$ cat src/rtl/rsa_uart_sequencer_pkg.sv
// rsa_uart_pkg: shared types and constants for the RSA/UART sequencer.
//   - UART register map (byte addresses on the Avalon bus) and status bits
//   - byte counts for key/ciphertext loads (32) and plaintext output (31)
//   - sequencer state and load-phase enums
package rsa_uart_pkg;

  localparam logic [4:0] RX_BASE     = 5'd0;
  localparam logic [4:0] TX_BASE     = 5'd4;
  localparam logic [4:0] STATUS_BASE = 5'd8;

  localparam int RX_OK_BIT = 7;
  localparam int TX_OK_BIT = 6;

  localparam int IN_BYTES  = 32;
  localparam int OUT_BYTES = 31;

  typedef enum logic [2:0] {
    ST_QUERY_RX,
    ST_READ_RX,
    ST_CALC,
    ST_WAIT_CORE,
    ST_QUERY_TX,
    ST_WRITE_TX
  } state_t;

  typedef enum logic [1:0] {
    PH_N,
    PH_E,
    PH_DATA
  } phase_t;

endpackage

$ cat src/rtl/rsa_uart_sequencer_if.sv
// rsa_uart_sequencer_if: Avalon-MM bus between the sequencer (master) and the
// UART peripheral (slave).
//   address     master->slave  5   register byte address
//   read/write  master->slave  1   request strobes, never both high
//   writedata   master->slave  32  TX byte in [7:0], upper bits zero
//   readdata    slave->master  32  RX byte / status bits
//   waitrequest slave->master  1   stall
//
// Handshake: a request (read or write high) with its address and writedata is
// held unchanged while waitrequest is high; the transfer completes in the first
// cycle the request is high and waitrequest is low, readdata is valid in that
// same cycle, the request drops the following cycle, and at least one idle
// cycle separates consecutive transfers.
interface rsa_uart_sequencer_if;
  logic [4:0]  address;
  logic        read;
  logic        write;
  logic [31:0] writedata;
  logic [31:0] readdata;
  logic        waitrequest;

  modport master (
    output address, read, write, writedata,
    input  readdata, waitrequest
  );

  modport slave (
    input  address, read, write, writedata,
    output readdata, waitrequest
  );
endinterface

$ cat src/rtl/rsa_uart_sequencer_avm_single_xfer.sv
// avm_single_xfer: issues one Avalon-MM transfer at a time.
//   i_clk, i_rst   clock, synchronous active-high reset
//   i_go           launch a transfer (ignored while one is in flight)
//   i_wr           1 = write, 0 = read
//   i_addr/i_wdata address and write data captured at launch
//   avm            master side of the bus (all outputs registered)
//   o_busy         a request is on the bus
//   o_done         one-cycle strobe in the accept cycle
//   o_rdata        read byte, valid while o_done is high
module avm_single_xfer
  import rsa_uart_pkg::*;
(
  input  logic                        i_clk,
  input  logic                        i_rst,
  input  logic                        i_go,
  input  logic                        i_wr,
  input  logic [4:0]                  i_addr,
  input  logic [31:0]                 i_wdata,
  rsa_uart_sequencer_if.master        avm,
  output logic                        o_busy,
  output logic                        o_done,
  output logic [7:0]                  o_rdata
);

  // Busy is derived from the request strobes themselves, so after an accept the
  // strobes drop and the next launch can only land one cycle later: this gives
  // the mandatory idle cycle without an extra state bit.
  assign o_busy  = avm.read | avm.write;
  assign o_done  = o_busy & ~avm.waitrequest;
  assign o_rdata = avm.readdata[7:0];

  always_ff @(posedge i_clk) begin
    if (i_rst) begin
      avm.address   <= STATUS_BASE;
      avm.read      <= 1'b0;
      avm.write     <= 1'b0;
      avm.writedata <= '0;
    end else if (o_busy) begin
      if (!avm.waitrequest) begin
        avm.read  <= 1'b0;
        avm.write <= 1'b0;
      end
    end else if (i_go) begin
      avm.address   <= i_addr;
      avm.read      <= ~i_wr;
      avm.write     <= i_wr;
      avm.writedata <= i_wdata;
    end
  end

endmodule

$ cat src/rtl/rsa_uart_sequencer.sv
// rsa_uart_sequencer: loads modulus n and exponent e (32 bytes each, MSB
// first) from a polled UART, then per block receives a 32-byte ciphertext,
// runs the RSA core and transmits the low 31 result bytes, MSB first.
//   i_clk, i_rst        clock, synchronous active-high reset
//   avm                 Avalon-MM master to the UART
//   o_core_start        one-cycle start pulse
//   o_core_a/e/n        ciphertext, exponent, modulus to the core
//   i_core_result       core result, captured on i_core_finished
//   i_core_finished     core done pulse (only honoured while waiting for it)
//   o_dbg_state         current sequencer state
//   o_dbg_phase         current load phase
module rsa_uart_sequencer
  import rsa_uart_pkg::*;
(
  input  logic                  i_clk,
  input  logic                  i_rst,
  rsa_uart_sequencer_if.master  avm,
  output logic                  o_core_start,
  output logic [255:0]          o_core_a,
  output logic [255:0]          o_core_e,
  output logic [255:0]          o_core_n,
  input  logic [255:0]          i_core_result,
  input  logic                  i_core_finished,
  output state_t                o_dbg_state,
  output phase_t                o_dbg_phase
);

  localparam logic [5:0] LAST_IN_CNT  = 6'(IN_BYTES - 1);
  localparam logic [5:0] TX_FIRST_CNT = 6'(OUT_BYTES - 1);

  state_t         state_r;
  phase_t         phase_r;
  logic [5:0]     cnt_r;
  logic [255:0]   n_r, e_r, a_r, result_r;
  logic           start_r;

  logic           xfer_go, xfer_wr, xfer_busy, xfer_done;
  logic [4:0]     xfer_addr;
  logic [31:0]    xfer_wdata;
  logic [7:0]     xfer_rdata;

  avm_single_xfer u_xfer (
    .i_clk   (i_clk),
    .i_rst   (i_rst),
    .i_go    (xfer_go),
    .i_wr    (xfer_wr),
    .i_addr  (xfer_addr),
    .i_wdata (xfer_wdata),
    .avm     (avm),
    .o_busy  (xfer_busy),
    .o_done  (xfer_done),
    .o_rdata (xfer_rdata)
  );

  // Request selection. In WAIT_CORE the first TX status poll is launched on
  // the finished pulse itself so it reaches the bus together with result_r.
  always_comb begin
    xfer_go    = 1'b0;
    xfer_wr    = 1'b0;
    xfer_addr  = STATUS_BASE;
    xfer_wdata = '0;
    case (state_r)
      ST_QUERY_RX, ST_QUERY_TX: xfer_go = 1'b1;
      ST_READ_RX: begin
        xfer_go   = 1'b1;
        xfer_addr = RX_BASE;
      end
      ST_WRITE_TX: begin
        xfer_go    = 1'b1;
        xfer_wr    = 1'b1;
        xfer_addr  = TX_BASE;
        xfer_wdata = {24'h0, result_r[{cnt_r[4:0], 3'b000} +: 8]};
      end
      ST_WAIT_CORE: xfer_go = i_core_finished;
      default: ;
    endcase
  end

  always_ff @(posedge i_clk) begin
    if (i_rst) begin
      state_r  <= ST_QUERY_RX;
      phase_r  <= PH_N;
      cnt_r    <= '0;
      n_r      <= '0;
      e_r      <= '0;
      a_r      <= '0;
      result_r <= '0;
      start_r  <= 1'b0;
    end else begin
      start_r <= 1'b0;
      case (state_r)
        ST_QUERY_RX: begin
          if (xfer_done && xfer_rdata[RX_OK_BIT]) state_r <= ST_READ_RX;
        end
        ST_READ_RX: begin
          if (xfer_done) begin
            // New byte enters as LSB so the first byte sent ends up as MSB.
            case (phase_r)
              PH_N:    n_r <= {n_r[247:0], xfer_rdata};
              PH_E:    e_r <= {e_r[247:0], xfer_rdata};
              default: a_r <= {a_r[247:0], xfer_rdata};
            endcase
            if (cnt_r == LAST_IN_CNT) begin
              cnt_r <= '0;
              if (phase_r == PH_DATA) begin
                state_r <= ST_CALC;
                start_r <= 1'b1;
              end else begin
                phase_r <= (phase_r == PH_N) ? PH_E : PH_DATA;
                state_r <= ST_QUERY_RX;
              end
            end else begin
              cnt_r   <= cnt_r + 6'd1;
              state_r <= ST_QUERY_RX;
            end
          end
        end
        ST_CALC: state_r <= ST_WAIT_CORE;
        ST_WAIT_CORE: begin
          if (i_core_finished) begin
            result_r <= i_core_result;
            cnt_r    <= TX_FIRST_CNT;
            state_r  <= ST_QUERY_TX;
          end
        end
        ST_QUERY_TX: begin
          if (xfer_done && xfer_rdata[TX_OK_BIT]) state_r <= ST_WRITE_TX;
        end
        ST_WRITE_TX: begin
          if (xfer_done) begin
            if (cnt_r == '0) begin
              phase_r <= PH_DATA;
              cnt_r   <= '0;
              state_r <= ST_QUERY_RX;
            end else begin
              cnt_r   <= cnt_r - 6'd1;
              state_r <= ST_QUERY_TX;
            end
          end
        end
        default: state_r <= ST_QUERY_RX;
      endcase
    end
  end

  assign o_core_start = start_r;
  assign o_core_a     = a_r;
  assign o_core_e     = e_r;
  assign o_core_n     = n_r;
  assign o_dbg_state  = state_r;
  assign o_dbg_phase  = phase_r;

endmodule
$ cat src/flat_wrapper.sv
// flat-port wrapper written by rule: the top's interface ports become plain ports
module rsa_uart_sequencer_flat import rsa_uart_pkg::*;
  (i_clk, i_rst, o_core_start, o_core_a, o_core_e, o_core_n, i_core_result, i_core_finished, o_dbg_state, o_dbg_phase, avm_address, avm_read, avm_write, avm_writedata, avm_readdata, avm_waitrequest);
  rsa_uart_sequencer_if avm_i ();
  input  logic i_clk;
  input  logic i_rst;
  output logic o_core_start;
  output logic [255:0] o_core_a;
  output logic [255:0] o_core_e;
  output logic [255:0] o_core_n;
  input  logic [255:0] i_core_result;
  input  logic i_core_finished;
  output state_t o_dbg_state;
  output phase_t o_dbg_phase;
  output wire logic [$bits(avm_i.address)-1:0] avm_address;
  output wire logic [$bits(avm_i.read)-1:0] avm_read;
  output wire logic [$bits(avm_i.write)-1:0] avm_write;
  output wire logic [$bits(avm_i.writedata)-1:0] avm_writedata;
  input wire logic [$bits(avm_i.readdata)-1:0] avm_readdata;
  input wire logic [$bits(avm_i.waitrequest)-1:0] avm_waitrequest;
  assign avm_address = avm_i.address;
  assign avm_read = avm_i.read;
  assign avm_write = avm_i.write;
  assign avm_writedata = avm_i.writedata;
  assign avm_i.readdata = avm_readdata;
  assign avm_i.waitrequest = avm_waitrequest;
  rsa_uart_sequencer u_core (.i_clk(i_clk), .i_rst(i_rst), .avm(avm_i), .o_core_start(o_core_start), .o_core_a(o_core_a), .o_core_e(o_core_e), .o_core_n(o_core_n), .i_core_result(i_core_result), .i_core_finished(i_core_finished), .o_dbg_state(o_dbg_state), .o_dbg_phase(o_dbg_phase));
endmodule
$ cat config.mk
export PLATFORM = sky130hd
export DESIGN_NAME = rsa_uart_sequencer_flat
export DESIGN_NICKNAME = d
export VERILOG_FILES = /design/src/rtl/rsa_uart_sequencer_pkg.sv /design/src/rtl/rsa_uart_sequencer_if.sv /design/src/rtl/rsa_uart_sequencer_avm_single_xfer.sv /design/src/rtl/rsa_uart_sequencer.sv /design/src/flat_wrapper.sv
export SDC_FILE = /design/constraint.sdc
export NUM_CORES = 2
export LEC_CHECK = 0
export ABC_AREA = 1
export ABC_CLOCK_PERIOD_IN_PS = 1700
export BUFFER_PORTS_ARGS = -buffer_cell sky130_fd_sc_hd__buf_2
export CORE_AREA = 4 4 422 424
export DETAILED_ROUTE_END_ITERATION = 6
export DIE_AREA = 0 0 426 428
export GPL_ROUTABILITY_DRIVEN = 0
export PLACE_DENSITY = 0.45
export SYNTH_ARGS = -nofsm -noshare
export SYNTH_HDL_FRONTEND = slang
export SYNTH_SLANG_ARGS = --single-unit
export TNS_END_PERCENT = 100
$ cat constraint.sdc
create_clock -name i_clk -period 1.7 [get_ports i_clk]
set_input_delay 0.34 -clock i_clk [delete_from_list [all_inputs] [get_ports i_clk]]
set_output_delay 0.34 -clock i_clk [all_outputs]
set_load 0.05 [all_outputs]
# [Word level (Yosys, flattened, before mapping)]
# Cells that the tools add are included.
# W data, S select, Z words.
[word_totals] mem_bits_ro=0 ram_bits=0 memories=0 out_inout_bits=813 inputBits=292 elab_cells=93 latch_bits=0 ff_bits=1075
[op_classes] addsub=2 n_mux=32 n_lt_le_gt_ge=0 n_shift=1 eq_ne=17 bitwise=9 mul=0 reduce_logical=20 n_div=0
[op_table] operator="$shiftx A256 B9 Y8" count=1
[op_table] operator="$mux W6" count=5
[op_table] operator="$mux W3" count=6
[op_table] operator="$pmux W3 S6" count=1
[op_table] operator="$pmux W6 S3" count=1
[op_table] operator="$mux W2" count=8
[op_table] operator="$ne A2 B1 Y1 const B" count=6
[op_table] operator="$reduce_and A3 Y1" count=3
[op_table] operator="$mux W8" count=1
[op_table] operator="$pmux W4 S2" count=1
[op_table] operator="$reduce_or A4 Y1" count=2
[op_table] operator="$mux W1" count=7
[op_table] operator="$not A1 Y1" count=7
[op_table] operator="$add A6 B1 Y6 const B" count=1
[op_table] operator="$eq A3 B2 Y1 const B" count=2
[op_table] operator="$eq A3 B3 Y1 const B" count=2
[op_table] operator="$eq A6 B5 Y1 const B" count=1
[op_table] operator="$logic_not A6 Y1" count=1
[op_table] operator="$ne A2 B2 Y1 const B" count=3
[op_table] operator="$reduce_and A2 Y1" count=3
[op_table] operator="$reduce_and A6 Y1" count=1
[op_table] operator="$sub A6 B1 Y6 const B" count=1
[op_table] operator="$reduce_and A5 Y1" count=1
[op_table] operator="$pmux W2 S2" count=1
[op_table] operator="13 further kinds" count=15

# [Logic depth before layout (Yosys ltp)]
[logic_depth] ltp_word=6 ltp_mapped=13

# [Modules after synthesis]
# A second synthesis with hierarchy kept.
[unflattened] cells_unflattened=5432 area_unflattened_um2=40407.5
[modules_own_cells] mod="rsa_uart_sequencer" seq_area_each_um2=20739.9 instances=1 area_each_um2=38630.8 cells_each=5171
[modules_own_cells] mod="avm_single_xfer" seq_area_each_um2=780.7 instances=1 area_each_um2=1776.7 cells_each=261

# [Worst setup path before layout]
# Ideal clock, no wire load.
[synth_timing] path_type="reg-to-reg" from="register u_core.u_xfer.avm.write" to="register u_core.e_r[100], in the netlist u_core.o_core_e[100]" t_arrival_ns=1.749 n_path_buf=3 setup_time_ns=0.132 path_stages_with_launch=11 synth_period_minus_slack_ns=1.881 slack_ns=-0.181 cell_sequence="dfxtp_1 nor2_1 nor2_2 nand2_2 inv_2 buf_6 nand2_2 buf_4 buf_4 nand2_1 a21oi_1"
[synth_via] elab_chain_len=3
[synth_lines] element="start: declaration" line_no="rsa_uart_sequencer_if.sv:23" source="output address, read, write, writedata,"
[synth_lines] element="start signal: assignment" line_no="rsa_uart_sequencer_avm_single_xfer.sv:46" source="avm.write <= i_wr;"
[synth_lines] element="$or A1 B1 Y1" line_no="rsa_uart_sequencer_avm_single_xfer.sv:28" source="assign o_busy = avm.read | avm.write;"
[synth_lines] element="$and A1 B1 Y1" line_no="rsa_uart_sequencer_avm_single_xfer.sv:29" source="assign o_done = o_busy & ~avm.waitrequest;"
[synth_lines] element="$reduce_and A3 Y1 (no line)"
[synth_lines] element="end signal: assignment" line_no="rsa_uart_sequencer.sv:100" source="PH_E: e_r <= {e_r[247:0], xfer_rdata};"
[synth_lines] element="end: declaration" line_no="rsa_uart_sequencer.sv:34" source="logic [255:0] n_r, e_r, a_r, result_r;"
# Every way passes these cells.
# A chain may end at the register's enable or synchronous reset.

# [Worst setup path after layout]
[layout_timing] from="register u_core.state_r[1], in the netlist u_core.o_dbg_state[1]" to="register u_core.e_r[33], in the netlist u_core.o_core_e[33]"
[layout_via] elab_chain_len=2
[layout_lines] element="start: declaration" line_no="rsa_uart_sequencer.sv:31" source="state_t state_r;"
[layout_lines] element="start signal: assignment" line_no="rsa_uart_sequencer.sv:81" source="state_r <= ST_QUERY_RX;"
[layout_lines] element="start signal: assignment" line_no="rsa_uart_sequencer.sv:93" source="if (xfer_done && xfer_rdata[RX_OK_BIT]) state_r <= ST_READ_RX;"
[layout_lines] element="start signal: assignment" line_no="rsa_uart_sequencer.sv:106" source="state_r <= ST_CALC;"
[layout_lines] element="$eq A3 B1 Y1" line_no="rsa_uart_sequencer.sv:91" source="case (state_r)"
[layout_lines] element="$reduce_and A3 Y1 (no line)"
# Every way passes these cells.

==> results.yml <==
clock_network:
  cts_sinks: 1048
  clkTransAtPathRegs_ns: 0.06
  cts_made_buffers: 120
  htreeDepth: 3
  clkLatencyLatePin_ns: 0.77
  clk_path_buf_depth: 3
  root_buffer: "clkbuf_16"
  cts_tree: "built"
worst_setup_path:
  worstSetupStartpointType: "flip-flop"
  required_ns: 2.32
  cp_max_fo: 9
  critical_path_class: "flip-flop to flip-flop"
  cp-end-kind: "flip-flop"
  crit_arrival_ns: 2.44
timing:
  setup_viol: 428
  maxSlewViolCount: 0
  hold_ws_ns: 0.164
  rsz0062_at_grt: "true"
  fin_ws_ns: -0.117
  finalCritPeriodShare_pct: 107
  post-route-min-period_ns: 1.82
  skew_ns: 0.0252
  max_freq_ghz: 0.550
  final_hold_viol_count: 0
pwr:
  leakage_uw: 0.0299
  power_density_mw_per_mm2: 813
  peakVddDrop_mv: 0.834
  power.total_uw: 61500
logic_synthesis:
  yosysTopAreaCell: "dfxtp_1"
  yosys.area.top_type_share_pct: 52.3
  synth-seq-area-share_pct: 52.3
  synth.most_common_cell: "dfxtp_1"
  synth_area_leaders: "dfxtp_1 52%, a21oi_1 10%, nand2_1 9.3%"
  avgSynthCellArea_um2: 7.64
  synth_seq_cells: 1048
  synth.distinct_cells: 34
  synth_edf_count: 0
  synthArstFlopShare_pct: 0
  syn-instance-count: 5253
  synth_flop_cell: "dfxtp_1"
  synth_area_mm2: 0.0401
  yosys_warnings: 0
  synthTopCellsByCount: "1,048 x dfxtp_1, 992 x nand2_1, 823 x a21oi_1"
floorplan:
  core.rowCount: 153
  coreArea_mm2: 0.174
  io_pins: 1105
  dieArea_mm2: 0.182
  start_util_pct: 23.1
  die_w_um: 426
  die_h_um: 428
placed_design:
  dpl.hpwl_mm: 139
  dp_slack_ns: -0.322
  port_buffers: 1053
detailed_routing:
  vias_per_cell: 4.73
  wl_mm: 221
  ant_nets: 0
  wire_per_inst_um: 22.9
  drtIter0Drc: 3251
  vias: 45700
  drt_drc_violations_left: 0
  first_pass_iters: 6
grt:
  grt_pass1_wl_mm: 299
  antenna_found_initial: 22
  grt_start_max_net_pins: 85
  grt_pass1_vias: 43900
  grt_use_total_pct: 21.7
  grt_overflow_total: 0
cells_and_area:
  final_util_pct: 43.5
  drive_gt1_share_pct: 46.4
  fin_nets: 7527
  nFillCells: 16800
  area_growth_pct: 88.7
min_path:
  hold_path.class: "primary input to flip-flop"
status:
  outcome: "finished, violations left"
  violations: "negative setup slack"
flow_run:
  cap_violations: 0
[registers in the layout, summed over array words and instances, names as in the netlist]
name                         flops
u_core.u_xfer.avm.read           1
u_core.u_xfer.avm.write          1
u_core.cnt_r                     6
u_core.o_core_n                256
u_core.o_core_a                256
u_core.o_dbg_phase               2
u_core.o_dbg_state               3
u_core.result_r                256
u_core.o_core_start              1
u_core.u_xfer.avm.writedata      8
u_core.u_xfer.avm.address        2
u_core.o_core_e                256
[metal layers]
metal	share of wire (%)	vias up	wire length [µm]	track usage, %
met5	0.0050	-	11	0
li1	-	21400	-	-
met2	48	1714	105000	36.2
met4	7.0	2	15400	13.7
met3	6.6	517	14500	4.78
met1	39	22100	85800	25.1
[repair_timing]
action	in CTS	in global routing
cloned	30	93
endpoints found under the setup margin	1220	812
buffers inserted	513	39
gates resized for setup	3603	518
endpoints found under the hold margin	297	0
pin swaps	38	128
hold buffers	266	0
[stage by stage]
| step | cell area, µm² | cells | setup TNS [ns] |
|---|---|---|---|
| 2_1_floorplan | 40200 | 5279 | 0 |
| 3_3_place_gp | 49600 | 8498 | -88.14 |
| 3_5_place_dp | 49600 | 8498 | -89.23 |
| 4_1_cts | 71600 | 9528 | -23.94 |
| 5_1_grt | 75700 | 9667 | -69.27 |
| 6_report | 75700 | 9668 | -13.92 |
[placed cells by master, fill, tap and decap left out, types with 31 or more instances in the layout]
cell             n
buf_6          185
nand3_2         41
buf_8          506
a21oi_2        106
dlygate4sd3_1  266
nand2_2         82
clkbuf_16      186
o21ai_0        370
dfxtp_2        493
buf_16          50
inv_1          211
dfxtp_1        263
buf_2          266
clkbuf_1        31
buf_4          685
o21ai_1         63
buf_12         273
dfxtp_4        292
nor2_1         485
a21oi_1        717
nand2_1        851
clkbuf_8        31
nand2_4         62
nand3_1        598
[cell type report]
| class | instances | area (µm²) | area share, % |
|---|---|---|---|
| antenna | 12 | 30.0 | 0.0397 |
| multi-input combinational | 3540 | 17700 | 23.4 |
| timing repair buffer | 2299 | 27400 | 36.2 |
| tap | 2325 | 2910 | 3.84 |
| clock buffer | 184 | 3600 | 4.75 |
| clock inverter | 37 | 472 | 0.623 |
| sequential | 1048 | 22700 | 30.0 |
| timing repair inverter | 2 | 25.0 | 0.0331 |
| inverter | 221 | 895 | 1.18 |
[power breakdown]
| part | internal, µW | switching (µW) | total, µW |
|---|---|---|---|
| clock network | 15700 | 11300 | 27100 |
| logic | 4070 | 5590 | 9650 |
| registers | 24500 | 232 | 24800 |
| total | 44300 | 17200 | 61500 |
[cell families after synthesis]
kind of cell | Yosys count | share of synthesized area, %
and+or+nand+nor | 2195 | 22.8
AOI/OAI and AO/OA | 1307 | 16.5
DFF | 1048 | 52.3
buffers and inverters | 695 | 8.28
xor gates and xnor gates | 4 | 0.0873
adders and majority gates | 3 | 0.0936
other | 1 | 0.00935
[final timing paths]
kind | start | endpoint | slack, ns | cells past startpoint
setup / recovery | u_core.o_dbg_state[1] | u_core.o_core_e[33] | -0.12 | 11
hold / removal | i_core_result[222] | u_core.result_r[222] | 0.16 | 4
setup reg to reg | u_core.o_dbg_state[1] | u_core.o_core_e[33] | -0.12 | 11
hold reg to reg | u_core.result_r[201] | u_core.result_r[201] | 0.45 | 2
[worst max-delay path: stages (launching register included)]
cell       delay (ns)
dfxtp_4          0.36
inv_4            0.06
nand2_4          0.05
nor2_4           0.16
nand2_8          0.13
clkinv_16        0.10
buf_12           0.15
nand2_8          0.13
buf_16           0.20
clkbuf_16        0.17
nand2_1          0.06
a21oi_1          0.06
(Power assumes the default switching activity.)
